$ cat src/rtl/stepper_move_scheduler.sv
// Single-move stepper sequencer with a linear period ramp (accelerate, cruise, symmetric decelerate).
// Optional build macro SOFT_ABORT_EN: abort ramps the motor down instead of stopping at the next boundary.
module stepper_move_scheduler #(
    parameter int unsigned START_PERIOD = 1515151,
    parameter int unsigned RAMP_DEC     = 50000,
    parameter int unsigned PULSE_W      = 100,
    parameter int unsigned STEP_W       = 16
) (
    input  logic              clk,
    input  logic              resetb,
    input  logic              cmd_valid,
    output logic              cmd_ready,
    input  logic [STEP_W-1:0] cmd_steps,
    input  logic              cmd_dir,
    input  logic [31:0]       cmd_period,
    input  logic              abort,
    output logic              step_pulse,
    output logic              dir_out,
    output logic              busy,
    output logic              done,
    output logic [STEP_W-1:0] steps_left,
    output logic [2:0]        state_dbg
);

    typedef enum logic [2:0] {
        S_IDLE   = 3'd0,
        S_ACCEL  = 3'd1,
        S_CRUISE = 3'd2,
        S_DECEL  = 3'd3,
        S_DONE   = 3'd4
    } state_t;

    localparam logic [31:0] START_P = 32'(START_PERIOD);
    localparam logic [31:0] RAMP    = 32'(RAMP_DEC);
    localparam logic [31:0] PW      = 32'(PULSE_W);
    localparam logic [31:0] MIN_P   = 32'(2 * PULSE_W);

    state_t            state_q, state_d;
    logic [31:0]       cur_q, cur_d, tgt_q, tgt_d, cnt_q, cnt_d;
    logic [STEP_W-1:0] left_q, left_d, acc_q, acc_d;
    logic              dir_q, dir_d;

    logic              moving, boundary;
    logic [STEP_W-1:0] left_nx, acc_dec;
    logic [31:0]       clamp_p, cur_up, cur_dn;
    logic [32:0]       up_sum, dn_lim;
`ifdef SOFT_ABORT_EN
    logic [STEP_W-1:0] abort_left;
    assign abort_left = (left_nx < acc_q) ? left_nx : acc_q;
`endif

    assign moving   = (state_q == S_ACCEL) || (state_q == S_CRUISE) || (state_q == S_DECEL);
    assign boundary = moving && (cnt_q == cur_q - 32'd1);
    assign left_nx  = left_q - 1'b1;
    assign acc_dec  = (acc_q == '0) ? '0 : acc_q - 1'b1;

    // Ramp arithmetic is done one bit wider so neither direction can wrap.
    assign up_sum = {1'b0, cur_q} + {1'b0, RAMP};
    assign cur_up = (up_sum >= {1'b0, START_P}) ? START_P : up_sum[31:0];
    assign dn_lim = {1'b0, tgt_q} + {1'b0, RAMP};
    assign cur_dn = ({1'b0, cur_q} > dn_lim) ? (cur_q - RAMP) : tgt_q;

    always_comb begin
        clamp_p = cmd_period;
        if (clamp_p < MIN_P)   clamp_p = MIN_P;
        if (clamp_p > START_P) clamp_p = START_P;
    end

    // Handshake: a command transfers on any clk edge where cmd_valid && cmd_ready;
    // cmd_ready is high only in IDLE, so a pending command simply waits while busy.
    always_comb begin
        state_d = state_q;
        cur_d   = cur_q;
        tgt_d   = tgt_q;
        cnt_d   = cnt_q;
        left_d  = left_q;
        acc_d   = acc_q;
        dir_d   = dir_q;
        case (state_q)
            S_IDLE: begin
                if (cmd_valid) begin
                    dir_d  = cmd_dir;
                    left_d = cmd_steps;
                    tgt_d  = clamp_p;
                    cur_d  = START_P;
                    acc_d  = '0;
                    cnt_d  = '0;
                    if (cmd_steps == '0)         state_d = S_DONE;
                    else if (clamp_p == START_P) state_d = S_CRUISE;
                    else                         state_d = S_ACCEL;
                end
            end
            S_ACCEL, S_CRUISE, S_DECEL: begin
                if (!boundary) begin
                    cnt_d = cnt_q + 32'd1;
                end else begin
                    cnt_d  = '0;
                    left_d = left_nx;
                    if (left_nx == '0) begin
                        state_d = S_DONE;
                    end else if (abort) begin
`ifdef SOFT_ABORT_EN
                        left_d = abort_left;
                        if (abort_left == '0) begin
                            state_d = S_DONE;
                        end else begin
                            state_d = S_DECEL;
                            cur_d   = cur_up;
                            acc_d   = acc_dec;
                        end
`else
                        state_d = S_DONE;
`endif
                    end else if (left_nx <= acc_q) begin
                        // Remaining steps now match the steps spent accelerating.
                        state_d = S_DECEL;
                        cur_d   = cur_up;
                        acc_d   = acc_dec;
                    end else if (state_q == S_ACCEL) begin
                        cur_d = cur_dn;
                        acc_d = acc_q + 1'b1;
                        if (cur_dn == tgt_q) state_d = S_CRUISE;
                    end
                end
            end
            S_DONE:  state_d = S_IDLE;
            default: state_d = S_IDLE;
        endcase
    end

    always_ff @(posedge clk) begin
        if (!resetb) begin
            state_q <= S_IDLE;
            cur_q   <= '0;
            tgt_q   <= '0;
            cnt_q   <= '0;
            left_q  <= '0;
            acc_q   <= '0;
            dir_q   <= 1'b0;
        end else begin
            state_q <= state_d;
            cur_q   <= cur_d;
            tgt_q   <= tgt_d;
            cnt_q   <= cnt_d;
            left_q  <= left_d;
            acc_q   <= acc_d;
            dir_q   <= dir_d;
        end
    end

    assign cmd_ready  = (state_q == S_IDLE);
    assign step_pulse = moving && (cnt_q < PW);
    assign dir_out    = dir_q;
    assign busy       = moving;
    assign done       = (state_q == S_DONE);
    assign steps_left = left_q;
    assign state_dbg  = state_q;

endmodule

$ cat config.mk
export PLATFORM = sky130hd
export DESIGN_NAME = stepper_move_scheduler
export DESIGN_NICKNAME = d
export VERILOG_FILES = /design/src/rtl/stepper_move_scheduler.sv
export SDC_FILE = /design/constraint.sdc
export NUM_CORES = 1
export LEC_CHECK = 0
export ABC_AREA = 1
export ABC_CLOCK_PERIOD_IN_PS = 4900
export BUFFER_PORTS_ARGS = -buffer_cell sky130_fd_sc_hd__buf_2
export CAP_MARGIN = 20
export CORE_ASPECT_RATIO = 1.4
export CORE_UTILIZATION = 63
export DETAILED_ROUTE_END_ITERATION = 7
export PLACE_DENSITY_LB_ADDON = 0.25
export SLEW_MARGIN = 5
export SYNTH_ARGS = -nofsm -noshare
export SYNTH_HDL_FRONTEND = slang
export SYNTH_SLANG_ARGS = --single-unit
$ cat constraint.sdc
create_clock -name clk -period 4.9 [get_ports clk]
set_input_delay 0.98 -clock clk [delete_from_list [all_inputs] [get_ports clk]]
set_output_delay 0.98 -clock clk [all_outputs]
set_load 0.02 [all_outputs]
==> metrics.txt <==
WL/cell=about 18 um; adder-cell share of the synthesized area=roughly 5.8%; syn avg cell area=a little over 6 sq um; asr flop ratio synth=0%; CP arrival=~5.0 ns; Top cell by count, worst path=nand2_1; Critical Path Sink=state_dbg[0]$_SDFFE_PN0P_; hold_buf cts=0; via count=between 10,000 and 15,000; actual slew at the worst max-slew pin=0.8570 ns; GRT overflow=0; first-pass GRT wire length=roughly 66,000 um; CTS Buf Count=17; Core Util, Final=approximately 70%; Post-Synthesis Cell Area=0.01284 sq mm; PortBufs=between 70 and 80; final count of negative-setup-slack endpoints=0; Post-layout nets=2,198; Synth Net Count=2,179; Clock Tree Root=clkbuf_16; crit start category=register; XOR/XNOR Fraction of Synth Area=between 10% and 20%; largest family of logic cells by synthesized area=simple AND/OR/NAND/NOR gates; Pre-Repair DR Iteration Count=6; 1st-iter DRT viols=1,058; core area=0.01992 sq mm; endpoint class of the critical path=register; Post-CTS Setup Inserts=0; Final HPWL DP=31,270 um; number of clock sinks=132; critical path's slowest cell=dfxtp_1; Die Span Y=around 170 um; worst setup path startpoint=tgt_q[4]$_SDFFE_PN0P_; initial antenna violation count=1; Synth top area share=20.58%; GRT Util Overall=around two fifths; I/O Pins=77; Syn. warnings=0; Hold Crit Class=reg -> reg; share of post-route cells with drive strength above 1=9.962%; # Max-Cap Violations=0; worst hold slack=0.4768 ns; Main synth FF type=dfxtp_1; Reg2Reg Setup Slack=0.24 ns; skew final=0.01068 ns; Max stage delay on crit path=~0.43 ns; top post-synthesis cells by count=nand2_1, inv_1, nor2_1; largest cells by area after synthesis=dfxtp_1, nand2_1, xor2_1; Netlist cell types=58; sequential fraction of the synthesis area=between 20 and 25%; vias in the first global route=roughly 13,000; vias per cell=about 6; post-route ant nets=0; CTS H-Tree Depth=4; Crit Reg-Reg Endpoint=state_dbg[0]$_SDFFE_PN0P_; Synth Area in Simple Gates=38.80%; Gate Count Post-Synth=2,066; CTS tree=yes; Setup CP Type=reg -> reg; Compound-Gate Fraction of Synth Area=12.81%; most frequent cell after synthesis=nand2_1; post-route insts no fill=about 2,400; placed cells=2,317; mux cell area share after synthesis=less than 1%; Worst R2R Path Depth=31; Die ar.=0.02097 sq mm; Die W=122.7 um; largest net degree at the start of global routing=55; final RePlAce weighted congestion=0.9960; EDFF count, synth=0; Worst EP required=5.24 ns; DRT Wirelength=41,740 um; row cnt=61; f_max=0.2144 GHz; clk slew on worst S/H paths=0.06 ns; crit share post-route=95.18%; largest fanout on the critical path=33; status=completed; sum of negative setup slack=0 ns; area leader, netlist=dfxtp_1; RR Startpoint=tgt_q[4]$_SDFFE_PN0P_; endpoints failing hold=0; Max clock buf depth=2; n_diodes=0; area grow syn2layout=8.127%; Slew HR=42.34%; Initial Util=between 60% and 70%; Period minus WS final=~4.7 ns; clk_lat worst skew=0.45 ns; Final Max Slew Viols=0; DRC=0; Yosys reg bits=132
layout by cell type, fill, tap and decap left out, drive strengths merged, types with 3 or more instances in the layout:
master and count:
nand4 109, a31oi 6, xnor2 17, xnor3 3, nand2 452, ha 60, o21a 3, or2 6
a211oi 15, clkbuf 19, nand3 111, clkinv 9, buf 101, nor4 39, clkinvlp 4, nor3b 6
nor3 72, a21oi 106, nor2 272, and2 4, o211ai 25, o21ai 104, nand3b 9, a2111oi 9
inv 261, dfxtp 132, xor2 124
worst max-delay path: cells and delay by family, from the launching register on:
family,cells,cell delay [ns]
buffers and inverters,5,0.53
adders and majority gates,1,0.31
and+or+nand+nor,20,2.60
AOI/OAI and AO/OA,4,0.57
xor gates and xnor gates,1,0.11
DFF,1,0.43
final cells by class:
cell class,instances,area (sq um)
repair buffers,101,608.1
fillers,1824,6036
clock buffers,19,452.9
inverters,263,989.7
clock inverters,13,132.6
flip-flops and latches,132,2643
well taps,252,315.3
multi-input cells,1570,8743
routing by layer:
metal	global-route usage [%]	up-vias	share of wire, %	routed length (um)
met1	43.68	6440	37	15540
li1	-	6876	-	-
met4	28.05	2	6.6	2749
met3	7.467	185	6.2	2586
met2	72.20	572	50	20860
met5	0	-	0.024	10
registers in the layout, indices dropped and copies added, names as in the netlist:
signal	flops
cur_q	32
steps_left	16
acc_q	16
state_dbg	3
cnt_q	32
tgt_q	32
dir_out	1
what timing repair did:
action	CTS	global route
gates resized for setup	0	10
endpoints found under the setup margin	0	18
endpoints found under the hold margin	0	0
metrics by stage:
step,setup slack (ns),cell area (sq um)
floorplan,0.9107,12840
global placement,0.3640,13220
detailed placement,0.2039,13240
CTS,0.1795,13820
global route,-0.02519,13880
finish,0.2361,13880
cells by family (layout without fill, tap and decap cells):
kind of cell	Yosys count	in the layout
buf+inv	364	396
flops	132	132
xor+xnor	144	144
mux	2	2
compound gates	281	281
fa+ha+maj	60	60
simple gates	1083	1083
how the worst min path moves through the flow:
stage / cells after the start / slack [ns] / to / start
CTS: 2 / 0.48 / dir_out$_SDFFE_PN0P_ / dir_out$_SDFFE_PN0P_
global placement: 2 / 0.46 / dir_out$_SDFFE_PN0P_ / dir_out$_SDFFE_PN0P_
detailed placement: 2 / 0.47 / dir_out$_SDFFE_PN0P_ / dir_out$_SDFFE_PN0P_
global route: 2 / 0.52 / dir_out$_SDFFE_PN0P_ / dir_out$_SDFFE_PN0P_
floorplan: 2 / 0.47 / cnt_q[0]$_SDFFE_PN0P_ / cnt_q[0]$_SDFFE_PN0P_
finish: 2 / 0.48 / dir_out$_SDFFE_PN0P_ / dir_out$_SDFFE_PN0P_
Power is left out: the tool's default activity adds up to more than one toggle a clock period on the data nets, which glitch-free logic cannot reach.
